### config.mk
export PLATFORM = sky130hd
export DESIGN_NAME = immgen_pipe
export DESIGN_NICKNAME = d
export VERILOG_FILES = /design/src/rtl/immgen_pipe.sv
export SDC_FILE = /design/constraint.sdc
export NUM_CORES = 1
export LEC_CHECK = 0
export CAP_MARGIN = 20
export CELL_PAD_IN_SITES_DETAIL_PLACEMENT = 2
export CELL_PAD_IN_SITES_GLOBAL_PLACEMENT = 2
export CORE_ASPECT_RATIO = 0.9
export CORE_UTILIZATION = 25
export CTS_CLUSTER_SIZE = 8
export DETAILED_ROUTE_END_ITERATION = 8
export GPL_TIMING_DRIVEN = 0
export PLACE_DENSITY = 0.91
export SYNTH_ARGS = -nofsm -noshare
export SYNTH_HDL_FRONTEND = slang
export SYNTH_SLANG_ARGS = --single-unit
### constraint.sdc
create_clock -name clk -period 1.65 [get_ports clk]
set_input_delay 0.2475 -clock clk [delete_from_list [all_inputs] [get_ports clk]]
set_output_delay 0.2475 -clock clk [all_outputs]
set_load 0.1 [all_outputs]
### src/rtl/immgen_pipe.sv
// Immediate generator pipeline stage: decodes RV32/RV64 and RVC immediates
// into a single registered entry with a valid/ready handshake.
module immgen_pipe #(
    parameter int XLEN   = 32,
    parameter bit RVC_EN = 1'b1
) (
    input  logic            clk,
    input  logic            rst,
    input  logic            flush,
    input  logic            in_valid,
    output logic            in_ready,
    input  logic [31:0]     in_instr,
    output logic            out_valid,
    input  logic            out_ready,
    output logic [XLEN-1:0] out_imm,
    output logic [2:0]      out_fmt,
    output logic            out_is_rvc
);

    localparam logic [2:0] FMT_NONE = 3'd0;
    localparam logic [2:0] FMT_I    = 3'd1;
    localparam logic [2:0] FMT_S    = 3'd2;
    localparam logic [2:0] FMT_B    = 3'd3;
    localparam logic [2:0] FMT_U    = 3'd4;
    localparam logic [2:0] FMT_J    = 3'd5;
    localparam logic [2:0] FMT_Z    = 3'd6;
    localparam logic [2:0] FMT_ILL  = 3'd7;

    localparam logic [6:0] OP_LOAD  = 7'b0000011;
    localparam logic [6:0] OP_FENCE = 7'b0001111;
    localparam logic [6:0] OP_IMM   = 7'b0010011;
    localparam logic [6:0] OP_AUIPC = 7'b0010111;
    localparam logic [6:0] OP_IMM32 = 7'b0011011;
    localparam logic [6:0] OP_STORE = 7'b0100011;
    localparam logic [6:0] OP_OP    = 7'b0110011;
    localparam logic [6:0] OP_LUI   = 7'b0110111;
    localparam logic [6:0] OP_BR    = 7'b1100011;
    localparam logic [6:0] OP_JALR  = 7'b1100111;
    localparam logic [6:0] OP_JAL   = 7'b1101111;
    localparam logic [6:0] OP_SYS   = 7'b1110011;

    logic [31:0] i;
    logic        rvc;
    logic        zero16;
    logic [2:0]  fmt32, fmt16, fmt_d;
    logic [31:0] imm32, imm16, imm_d;
    logic [31:0] c_ci;

    assign i      = in_instr;
    assign rvc    = i[1:0] != 2'b11;
    assign zero16 = i[15:0] == 16'h0000;
    assign c_ci   = {{26{i[12]}}, i[12], i[6:2]};

    always_comb begin
        fmt32 = FMT_ILL;
        imm32 = '0;
        case (i[6:0])
            OP_LOAD, OP_IMM, OP_JALR, OP_FENCE: begin
                fmt32 = FMT_I;
                imm32 = {{20{i[31]}}, i[31:20]};
            end
            OP_STORE: begin
                fmt32 = FMT_S;
                imm32 = {{20{i[31]}}, i[31:25], i[11:7]};
            end
            OP_BR: begin
                fmt32 = FMT_B;
                imm32 = {{19{i[31]}}, i[31], i[7], i[30:25], i[11:8], 1'b0};
            end
            OP_LUI, OP_AUIPC: begin
                fmt32 = FMT_U;
                imm32 = {i[31:12], 12'b0};
            end
            OP_JAL: begin
                fmt32 = FMT_J;
                imm32 = {{11{i[31]}}, i[31], i[19:12], i[20], i[30:21], 1'b0};
            end
            OP_OP: fmt32 = FMT_NONE;
            OP_SYS: begin
                if (i[14:12] >= 3'b101) begin
                    fmt32 = FMT_Z;
                    imm32 = {27'b0, i[19:15]};
                end else begin
                    fmt32 = FMT_I;
                    imm32 = {{20{i[31]}}, i[31:20]};
                end
            end
            OP_IMM32: begin
                if (XLEN == 64) begin
                    fmt32 = FMT_I;
                    imm32 = {{20{i[31]}}, i[31:20]};
                end
            end
            default: ;
        endcase
    end

    // Quadrant and funct3 together select the compressed form.
    always_comb begin
        fmt16 = FMT_NONE;
        imm16 = '0;
        case ({i[1:0], i[15:13]})
            5'b00_010, 5'b00_110: begin
                fmt16 = i[15] ? FMT_S : FMT_I;
                imm16 = {25'b0, i[5], i[12:10], i[6], 2'b0};
            end
            5'b01_000, 5'b01_010: begin
                fmt16 = FMT_I;
                imm16 = c_ci;
            end
            5'b01_011: begin
                if (i[11:7] != 5'd0 && i[11:7] != 5'd2) begin
                    fmt16 = FMT_U;
                    imm16 = {c_ci[19:0], 12'b0};
                end
            end
            5'b01_101: begin
                fmt16 = FMT_J;
                imm16 = {{20{i[12]}}, i[12], i[8], i[10:9], i[6], i[7],
                         i[2], i[11], i[5:3], 1'b0};
            end
            5'b01_110, 5'b01_111: begin
                fmt16 = FMT_B;
                imm16 = {{23{i[12]}}, i[12], i[6:5], i[2], i[11:10],
                         i[4:3], 1'b0};
            end
            5'b10_010: begin
                fmt16 = FMT_I;
                imm16 = {24'b0, i[3:2], i[12], i[6:4], 2'b0};
            end
            default: ;
        endcase
    end

    always_comb begin
        fmt_d = FMT_ILL;
        imm_d = '0;
        unique case (1'b1)
            !rvc:                       begin fmt_d = fmt32; imm_d = imm32; end
            rvc && zero16:              fmt_d = FMT_ILL;
            rvc && !zero16 && !RVC_EN:  fmt_d = FMT_ILL;
            rvc && !zero16 && RVC_EN:   begin fmt_d = fmt16; imm_d = imm16; end
        endcase
        if (fmt_d == FMT_NONE || fmt_d == FMT_ILL)
            imm_d = '0;
    end

    assign in_ready = (!out_valid || out_ready) && !flush && !rst;

    always_ff @(posedge clk) begin
        if (rst) begin
            out_valid  <= 1'b0;
            out_imm    <= '0;
            out_fmt    <= FMT_NONE;
            out_is_rvc <= 1'b0;
        end else if (flush) begin
            out_valid <= 1'b0;
        end else if (in_valid && in_ready) begin
            out_valid  <= 1'b1;
            out_imm    <= XLEN'($signed(imm_d));
            out_fmt    <= fmt_d;
            out_is_rvc <= rvc;
        end else if (out_ready) begin
            out_valid <= 1'b0;
        end
    end

endmodule

======== Yosys cells after proc, flatten, opt, wreduce, memory -nomap -nowiden ========
Index checks and enable logic that the tools add are counted.
operators by class
  reduce and logical (&&, ||, !) cells .... 25
  bitwise operators ....................... 1
  equality and inequality tests ........... 23
  mux-type cells .......................... 14
  order comparisons ....................... 1
operators by type and width
  operator                                             number
  one-hot mux 32 bit (6 select lines)                  2
  two-way mux 32 bit                                   3
  one-hot mux 32 bit (2 select lines)                  1
  equality test 5 x 4 -> 1 bit, second input constant  6
  equality test 7 bit, second input constant           4
  equality test 7 x 6 -> 1 bit, second input constant  3
  one-hot mux 3 bit (7 select lines)                   1
  zero test 16 bit                                     1
  one-hot mux 3 bit (5 select lines)                   1
  equality test 7 x 5 -> 1 bit, second input constant  2
  OR reduction 2 bit                                   5
  one-hot mux 3 bit (3 select lines)                   1
  equality test 7 x 2 -> 1 bit, second input constant  1
  equality test 7 x 4 -> 1 bit, second input constant  1
  logical AND 1 bit                                    6
  two-way mux 3 bit                                    2
  equality test 5 x 2 -> 1 bit, second input constant  1
  equality test 5 x 3 -> 1 bit, second input constant  1
  equality test 5 bit, second input constant           1
  zero test 1 bit                                      5
  != test 5 x 2 -> 1 bit, second input constant        1
  nonzero test 5 bit                                   1
  OR reduction 4 bit                                   1
  equality test 3 bit, second input constant           1
  10 further kinds                                     12
word-level totals
  input port bits ......................... 37
  logic and storage cells ................. 68
  register bits ........................... 37

======== Longest topological paths before layout ========
Gate-level depths: netlist (run 1).
  word-level depth ........................ 8
  mapped depth ............................ 7
  gate-level depth less buffers ........... 5

======== Least setup slack after synthesis (run 1) ========
OpenSTA, ideal clock, no wires.
  path type ............................... flip-flop to output port
  start point ............................. reg out_valid
  end point ............................... out in_ready
  slack ................................... -1.557 ns
  arrival ................................. 2.959 ns
  required time ........................... 1.402 ns
  stages on the path, launching flop included .. 3
  buffers on the path ..................... 0
  path through ............................ dfxtp_1 > nor2b_1 > nor3_1
on the way
  cells in the longest elaborated chain, start to end .. 4
RTL lines
  item                            RTL line  RTL
  from (decl)                     13        output logic out_valid,
  from (signal assigned)          152       out_valid <= 1'b0;
  from (signal assigned)          157       out_valid <= 1'b0;
  from (signal assigned)          159       out_valid <= 1'b1;
  zero test 1 bit                 148       assign in_ready = (!out_valid || out_ready) && !flush && !rst;
  logical OR 1 bit                148
  logical AND 1 bit (2 in a row)  148
  to (decl)                       11        output logic in_ready,
No other way between the ends.

======== Final worst setup path (run 1) ========
  start point ............................. in in_instr[9]
  end point ............................... reg out_imm[20]
on the way
  cells in the longest elaborated chain, start to end .. 8
  elaborated cells between the ends (all ways) .. 17
  those cells by class .................... 2 x eq/ne; 7 x mux; 8 x reduce/logical
RTL lines
  item                                                                 RTL line  RTL
  from (decl)                                                          12        input logic [31:0] in_instr,
  != test 5 x 2 -> 1 bit / nonzero test 5 bit (equally long branches)  112       if (i[11:7] != 5'd0 && i[11:7] != 5'd2) begin
  logical AND 1 bit                                                    112
  two-way mux 3 bit                                                    112
  one-hot mux 3 bit (5 select lines)                                   102       case ({i[1:0], i[15:13]})
  one-hot mux 3 bit (3 select lines)                                   138       unique case (1'b1)
  equality test 3 bit / zero test 3 bit (equally long branches)        144       if (fmt_d == FMT_NONE || fmt_d == FMT_ILL)
  logical OR 1 bit                                                     144
  two-way mux 32 bit (*)                                               144
  to (signal assigned)                                                 160       out_imm <= XLEN'($signed(imm_d));
  to (decl)                                                            15        output logic [XLEN-1:0] out_imm,
Every way passes the cells marked *; elsewhere a longest branch is shown, timed or not.
A chain may end at the register's enable or synchronous reset.

==> qor.yml, run 1 <==
drt_wl_total_um: 9810
async_flop_share_pct: 0
place_inst: 463
clkPwrFrac_pct: 25.8
ff2ff_path_depth: 6
critPathArrivalTime_ns: 1.84
r2r_start: "out_valid"
drt_iter0_drc: 122
layoutNonFillerInstCount: 480
worst_hold_slack_ns: 0.357
mostFrequentLayoutCells: "o21ai_0 (41), nand2_1 (37), clkdlybuf4s15_2 (37)"
r2r_slack_ns: 0.19
worstSetupStartpoint: "in_instr[9]"
cts_tree: "built"
design_area_mm2: 0.00339
cts.path.max_buffers: 2
dp_hpwl_um: 7170
grt_pass1_wl_um: 15500
crit_fanout: 10
synthFlopType: "dfxtp_1"
ys_types: 55
status: "finished with violations"
p_sw_mw: 0.979
area_growth_pct: 58.4
final_common_cell: "o21ai_0"
gr-usage-all-layers_pct: 22.0
viasPerCell: 5.46
internal_power_mw: 1.47
die_x_um: 99.6
violations: "setup timing"
maxSlewHeadroom_pct: 63.2
hold_viol: 0
netSwitchingFraction_pct: 39.9
io_buffers: 70
r2r-end: "out_imm[2]"
power_mw: 2.45
critPathCaptureType: "register"
syn-num-nets: 315
antenna_found_initial: 0
crit_type: "input port to register"
drt_first_pass_iters: 4
netlist_instances: 278
cts_made_buffers: 5
die_height_um: 89.8
antenna_left: 0
final-max-slew-violation-count: 0
ys.warnings.count: 0
seq_area_frac_synth_pct: 34.6
num_antenna_cells: 0
final_net_count: 401
grt_pass1_vias: 2802
setup-violations-final: 3
clockRootBuffer: "clkbuf_8"
clock-sinks: 37
leakage_nw: 1.21
cts-htree-levels: 2
ctsHoldBuffers: 0
io_pins: 75
crit_end: "out_imm[20]"
syn_area_mm2: 0.00214
drive_above_1_share_pct: 30.4
core_mm2: 0.00818
clkTransAtPathRegs_ns: 0.08
synth_edf_count: 0
final.period_utilization_pct: 100
grt-ovfl-total: 0
grt_start_max_net_pins: 12
place_congestion: 0.922
period_minus_slack_ns: 1.66
skew_ns: 0.00375
seqPwrFrac_pct: 39.3
cp.required_ns: 1.83
peakVddDrop_mv: 0.389
start_kind: "input port"
setup_tns_ns: -0.0162
setup_slack_ns: -0.00722
place_area_mm2: 0.00301
ys_seq_elements: 37
dieArea_mm2: 0.00894
clk_latency_ns: 0.29
hp-class: "input port to register"
fin_util_pct: 41.4
via_count: 2620
cap_viol_max_count: 0
power_density_mw_per_mm2: 723
drc: 0
combPwrFrac_pct: 34.9
rows: 31
syn_area_per_cell_um2: 7.71
wl_per_cell_um: 20.4
rsz0062_at_grt: "yes"
preCtsSetupSlack_ns: -0.823
worst_slew_pin_slew_ns: 0.555
max_freq_mhz: 603
start_util_pct: 26.2
## routing by layer
metal  vias up  wire, µm  GRT usage (%)
met1      1318      4310           28.9
li1       1206         -              -
met5         -         0              0
met3         9       542           3.50
met4         0        99           5.02
met2        87      4860           37.7
## synth_stat cells (4+ instances only)
cell | n | area share, %
dfxtp_1 | 37 | 35
a22oi_1 | 5 | 1.8
nor2b_1 | 6 | 1.8
o21ai_0 | 41 | 9.6
and3_1 | 4 | 1.2
nor2_1 | 14 | 2.5
a21oi_1 | 34 | 7.9
a31oi_1 | 11 | 3.2
inv_1 | 6 | 1.1
nand2_1 | 37 | 6.5
clkbuf_1 | 10 | 1.8
a221oi_1 | 4 | 1.6
buf_2 | 8 | 1.9
## cell families (layout without fill, tap and decap cells)
family | after synthesis | count (layout) | share of synthesized area [%]
and+or+nand+nor | 88 | 88 | 22.2
buffers and inverters | 27 | 114 | 5.90
DFF | 37 | 37 | 34.6
AOI/OAI and AO/OA | 126 | 126 | 37.3
## worst max-delay path: stages
cell	delay (ns)
dlygate4sd2_1	0.33
o41ai_4	0.42
nand2_1	0.10
a41o_1	0.31
a21oi_2	0.18
buf_6	0.17
a21oi_1	0.08
## repair_timing
item,4_1_cts,5_1_grt
endpoints found under the setup margin,74,24
pin swaps,6,5
gates resized for setup,176,19
buffers inserted,6,4
## final cells by class
type | instances | area, µm²
tap | 115 | 144
inverter | 6 | 22.5
multi-input combinational | 214 | 1460
sequential | 37 | 744
fill | 895 | 4790
clock inverter | 2 | 10.0
buffer | 20 | 154
clock buffer | 6 | 72.6
timing repair buffer | 80 | 787
## registers in the layout (all words and copies together), names as in the netlist
signal,flops
out_fmt,3
out_imm,32
out_is_rvc,1
out_valid,1
## worst min path at each step
stage	startpoint	to	slack, ns	cells past startpoint
after floorplan	rst	out_imm[4]	0.32	1
after global placement	out_imm[1]	out_imm[1]	0.53	2
after detailed placement	out_imm[22]	out_imm[22]	0.54	2
after CTS	in_instr[4]	out_imm[2]	0.37	3
after global routing	out_ready	out_valid	0.37	3
final	out_ready	out_valid	0.36	3
## power by group through the flow
stage	sequential [mW]	combinational (mW)	clock [mW]
detailed placement	0.983	0.814	0
global route	0.969	0.891	0.682
floorplan	1.31	0.206	0
CTS	0.964	0.843	0.633
global placement	0.982	0.801	0
finish	0.964	0.856	0.631
Note: power is estimated with default switching activity, not from simulation.
==> run 2: changes to the inputs <==
--- a/config.mk
+++ b/config.mk
@@ -12,7 +12,6 @@
 export CORE_UTILIZATION = 25
 export CTS_CLUSTER_SIZE = 8
 export DETAILED_ROUTE_END_ITERATION = 8
-export GPL_TIMING_DRIVEN = 0
 export PLACE_DENSITY = 0.91
 export SYNTH_ARGS = -nofsm -noshare
 export SYNTH_HDL_FRONTEND = slang
==> qor.yml, run 2 (synthesis gave the netlist of run 1 again) <==
num_antenna_cells: 0  # unchanged
critPathArrivalTime_ns: 1.91  # +0.07 ns
hp-class: "input port to register"
p_sw_mw: 1.13  # +15%
grt-ovfl-total: 0  # unchanged
largest_reg_flops: 32  # unchanged
ff2ff_path_depth: 6  # unchanged
clock-sinks: 37  # unchanged
clkTransAtPathRegs_ns: 0.09  # about the same
via_count: 3099  # +18%
setup_tns_ns: -0.0160  # +0.000255 ns
status: "finished with violations"
die_height_um: 89.8  # unchanged
gr-usage-all-layers_pct: 31.9  # +9.8 points
drt_iter0_drc: 212  # +74%
grt_pass1_wl_um: 21200  # +37%
peakVddDrop_mv: 0.285  # -27%
setup_slack_ns: -0.0160  # -0.00873 ns
worstHoldPathCells: 3  # unchanged
core_mm2: 0.00818  # unchanged
critPathCaptureType: "register"
drive_above_1_share_pct: 41.3  # +11 points
internal_power_mw: 1.66  # +13%
crit_fanout: 5  # -5
place_congestion: 0.955  # +3.6%
top_regs: "out_imm (32), out_fmt (3)"
clk_latency_ns: 0.31  # +0.02 ns
drt_wl_total_um: 14600  # +49%
maxSlewHeadroom_pct: 63.1  # -0.092 points
critPathSlowestCell: "o311a_4"
power_mw: 2.79  # +14%
grt_pass1_vias: 3393  # +21%
crit_family: "compound AO/OA/AOI/OAI gates"
violations: "setup timing"
skew_ns: 0.00777  # +0.00403 ns
grt_start_max_net_pins: 33  # +21
setup-violations-final: 1  # -2
cpPeakStageDelay_ns: 0.42  # about the same
layoutNonFillerInstCount: 529  # +10%
leakage_nw: 1.69  # +39%
place_area_mm2: 0.00385  # +28%
power_density_mw_per_mm2: 663  # -8.2%
r2r-end: "out_imm[0]"
final.period_utilization_pct: 101  # +0.53 points
place_inst: 513  # +11%
io_pins: 75  # unchanged
netSwitchingFraction_pct: 40.5  # +0.53 points
path_cells: "dlygate4sd2_1 > buf_4 > nor4_2 > nand3_1 > o311a_4 > a21oi_2 > o31a_1"
clockRootBuffer: "clkbuf_8"
crit_type: "input port to register"
top_register: "out_imm"
r2r_slack_ns: 0.06  # -0.13 ns
die_x_um: 99.6  # unchanged
min_from: "rst"
wl_per_cell_um: 27.6  # +35%
clkPwrFrac_pct: 24.0  # -1.8 points
dp_hpwl_um: 9200  # +28%
viasPerCell: 5.86  # +7.3%
combPwrFrac_pct: 40.4  # +5.5 points
start_kind: "input port"
cp.required_ns: 1.90  # +0.07 ns
r2r_start: "out_valid"
drc: 0  # unchanged
antenna_left: 0  # unchanged
cts-htree-levels: 2  # unchanged
drt_first_pass_iters: 5  # +1
period_minus_slack_ns: 1.67  # +0.00873 ns
max_freq_mhz: 600  # -0.52%
whs_endpoint: "out_valid"
design_area_mm2: 0.00421  # +24%
cts_tree: "built"
start_util_pct: 26.2  # unchanged
ctsHoldBuffers: 0  # unchanged
dieArea_mm2: 0.00894  # unchanged
io_buffers: 74  # +5.7%
cap_viol_max_count: 0  # unchanged
final-max-slew-violation-count: 0  # unchanged
final_net_count: 450  # +12%
crit_buf_inv: 2  # unchanged
seqPwrFrac_pct: 35.6  # -3.7 points
mostFrequentLayoutCells: "buf_4 (64), buf_12 (40), o21ai_0 (39)"
worst_slew_pin_slew_ns: 0.548  # -0.00700 ns
hold_viol: 0  # unchanged
cts_made_buffers: 5  # unchanged
final_common_cell: "buf_4"
antenna_found_initial: 0  # unchanged
rows: 31  # unchanged
cts.path.max_buffers: 2  # unchanged
area_growth_pct: 96.5
==> run 2: changes by cell type in the layout (fill, tap and decap cells not counted), sizes merged <==
cell | before | now
buf | 22 | 113
clkbuf | 20 | 13
clkdlybuf4s15 | 37 | 1
clkdlybuf4s50 | 18 | 17
dlygate4sd2 | 8 | 7
dlymetal6s2s | 1 | 4
==> run 2: stage by stage <==
stage | util (%) | hold WS [ns] | setup slack [ns]
after CTS | 50.6 | 0.441 | 0.00455
after global placement | 47.1 | 0.568 | -0.478
after floorplan | - | 0.320 | 0.0149
final | 51.4 | 0.317 | -0.0160
after global routing | 51.4 | 0.345 | -0.0827
after detailed placement | 47.1 | 0.582 | -0.699
==> run 2: repair_timing <==
| item | CTS | global route |
|---|---|---|
| endpoints found under the setup margin | 35 | 30 |
| setup buffers | 5 | 1 |
| pin swaps | 10 | 5 |
| cloned | 2 | 0 |
| resized for setup | 54 | 34 |
==> run 2: worst max-delay path by stage <==
| stage | startpoint | endpoint | cells past startpoint |
|---|---|---|---|
| 3_3_place_gp | in_instr[3] | out_imm[1] | 6 |
| 3_5_place_dp | in_instr[3] | out_imm[2] | 7 |
| 2_1_floorplan | out_valid | in_ready | 2 |
| 6_report | in_instr[2] | out_fmt[2] | 7 |
| 5_1_grt | in_instr[15] | out_imm[0] | 6 |
| 4_1_cts | out_ready | out_imm[28] | 8 |
==> run 2: layout make-up <==
type	count	area, µm²
inverters	6	22.5
clock buffers	6	72.6
well taps	115	144
multi-input cells	214	1510
repair buffers	149	1700
clock inverters	2	10.0
fillers	834	3980
flip-flops and latches	37	744
==> run 2: metal layers <==
layer  global-route usage [%]  share of wire [%]  vias up
met1                     36.5                 39     1542
met4                     14.5                4.7        0
li1                         -                  -     1309
met3                     5.99                6.0       65
met5                        0                  0        -
met2                     56.8                 51      183
==> run 2: power groups by stage <==
stage | logic [mW] | registers (mW) | clock network, mW
global placement | 0.988 | 1.01 | 0
floorplan | 0.206 | 1.31 | 0
CTS | 1.08 | 0.993 | 0.665
detailed placement | 1.03 | 1.01 | 0
global route | 1.15 | 0.998 | 0.692
finish | 1.13 | 0.995 | 0.669
==> run 2: worst register-to-register path, delay by kind of cell, from the launching register on <==
kind	cells	cell delay, ns
AO/OA/AOI/OAI	2	0.65
buffers and inverters	1	0.15
flip-flops	1	0.38
AND/OR/NAND/NOR	3	0.28
==> run 3: changes to the inputs <==
--- a/config.mk
+++ b/config.mk
@@ -6,7 +6,7 @@
 export NUM_CORES = 1
 export LEC_CHECK = 0
 export CAP_MARGIN = 20
-export CELL_PAD_IN_SITES_DETAIL_PLACEMENT = 2
+export CELL_PAD_IN_SITES_DETAIL_PLACEMENT = 0
 export CELL_PAD_IN_SITES_GLOBAL_PLACEMENT = 2
 export CORE_ASPECT_RATIO = 0.9
 export CORE_UTILIZATION = 25
==> qor.yml, run 3 (synthesis gave the netlist of run 1 again) <==
cts_made_buffers: 5  # unchanged
worst_slew_pin_slew_ns: 0.354  # -0.194 ns
dp_hpwl_um: 6380  # -31%
top_regs: "out_imm (32), out_fmt (3)"
clock-sinks: 37  # unchanged
core_mm2: 0.00818  # unchanged
leakage_nw: 1.62  # -4.0%
seq_area_um2: 744  # unchanged
hp-class: "input port to register"
setup-violations-final: 0  # -1
wl_per_cell_um: 16.2  # -41%
viasPerCell: 5.04  # -14%
start_kind: "input port"
nFillCells: 762  # -8.6%
rows: 31  # unchanged
antenna_left: 0  # unchanged
r2r_slack_ns: 0.22  # +0.16 ns
clockRootBuffer: "clkbuf_8"
setup_slack_ns: 0.0680  # +0.0840 ns
multiInputGateArea_mm2: 0.00142  # -6.2%
place_congestion: 0.955  # unchanged
clk_latency_ns: 0.29  # -0.02 ns
critPathCaptureType: "register"
ctsHoldBuffers: 0  # unchanged
final_net_count: 446  # -0.89%
mostFrequentLayoutCells: "buf_4 (64), o21ai_0 (41), buf_12 (40)"
grt-ovfl-total: 0  # unchanged
grt_pass1_vias: 2688  # -21%
cap_viol_max_count: 0  # unchanged
cts.path.max_buffers: 2  # unchanged
ff2ff_path_depth: 7  # +1
final_common_cell: "buf_4"
peakVddDrop_mv: 0.524  # +84%
design_area_mm2: 0.00413  # -1.8%
worstHoldPathCells: 3  # unchanged
power_density_mw_per_mm2: 714  # +7.6%
skew_ns: 0.00625  # -0.00152 ns
maxSlewHeadroom_pct: 76.1  # +13 points
r2r_start: "out_valid"
largest_reg_flops: 32  # unchanged
max_freq_mhz: 632  # +5.3%
crit_type: "input port to register"
worst_hold_slack_ns: 0.433  # +0.116 ns
via_count: 2644  # -15%
preCtsSetupSlack_ns: -0.509  # +0.189 ns
area_growth_pct: 92.9
cp.required_ns: 1.82  # -0.08 ns
die_height_um: 89.8  # unchanged
grt_pass1_wl_um: 13600  # -36%
gr-usage-all-layers_pct: 19.3  # -13 points
min_from: "in_instr[10]"
die_x_um: 99.6  # unchanged
io_pins: 75  # unchanged
period_minus_slack_ns: 1.58  # -0.0840 ns
dieArea_mm2: 0.00894  # unchanged
crit_fanout: 6  # +1
place_area_mm2: 0.00385  # unchanged
final-max-slew-violation-count: 0  # unchanged
start_util_pct: 26.2  # unchanged
critPathArrivalTime_ns: 1.75  # -0.16 ns
top_register: "out_imm"
clkTransAtPathRegs_ns: 0.08  # about the same
io_buffers: 74  # unchanged
rsz0062_at_grt: "no"
antenna_found_initial: 0  # unchanged
grt_start_max_net_pins: 33  # unchanged
drc: 0  # unchanged
cts_tree: "built"
drt_iter0_drc: 268  # +26%
cts-htree-levels: 2  # unchanged
power_mw: 2.95  # +5.6%
num_antenna_cells: 0  # unchanged
hold_viol: 0  # unchanged
setup_tns_ns: 0  # +0.0160 ns
status: "completed"
final.period_utilization_pct: 95.9  # -5.1 points
r2r-end: "out_imm[27]"
drt_first_pass_iters: 4  # -1
whs_endpoint: "out_imm[9]"
drt_wl_total_um: 8510  # -42%
drive_above_1_share_pct: 36.6  # -4.7 points
==> run 3: cell types whose count changed in the layout (fill, tap and decap cells not counted), sizes merged, moves of 2 or more <==
cell           change
clkbuf             -7
buf                -4
dlymetal6s2s       -4
dlygate4sd2        +7
clkdlybuf4s50      +4
bufinv             +2
==> run 3: repair_timing <==
| action | in CTS | in global routing |
|---|---|---|
| endpoints found under the setup margin | 35 | 23 |
| pin swaps | 6 | 2 |
| cloned | 2 | 0 |
| setup buffers | 1 | 1 |
| gates resized for setup | 32 | 15 |
==> run 3: per-stage QoR <==
| stage | utilization (%) | std cells |
|---|---|---|
| finish | 50.5 | 525 |
| global route | 50.5 | 525 |
| CTS | 49.6 | 524 |
| detailed placement | 47.1 | 513 |
| global placement | 47.1 | 513 |
| floorplan | - | 278 |
==> run 3: worst max path at each step <==
stage / slack, ns / from / depth (start not counted) / endpoint
final: 0.07 / in_instr[6] / 7 / out_imm[0]
after global routing: 0.003 / in_instr[13] / 8 / out_imm[0]
after CTS: 0.007 / flush / 8 / out_imm[29]
after detailed placement: -0.51 / in_instr[3] / 6 / out_imm[1]
after global placement: -0.48 / in_instr[3] / 6 / out_imm[1]
after floorplan: 0.01 / out_valid / 2 / in_ready
==> run 3: routing by layer <==
layer	up-vias	GRT usage [%]	wire length, µm
met4	0	4.53	46
met1	1240	26.1	3890
li1	1296	-	-
met3	6	4.04	624
met5	-	0	0
met2	102	31.2	3950
==> run 3: final cells by class <==
type                    instances  share of cell area (%)
well taps                     115                    3.48
repair buffers                145                    40.4
inverters                       6                   0.545
multi-input cells             214                    34.3
clock inverters                 3                    1.57
flip-flops and latches         37                    18.0
clock buffers                   5                    1.67
==> run 3: critical path, cell delays in order <==
cell           delay [ns]
dlygate4sd2_1        0.31
and3_1               0.24
nor3b_2              0.16
buf_4                0.14
a221o_1              0.30
a221oi_1             0.25
nor2_1               0.09
==> run 3: power breakdown <==
part           switching (mW)  internal [mW]
clock network           0.336          0.601
registers              0.0506          0.938
logic                   0.605          0.419
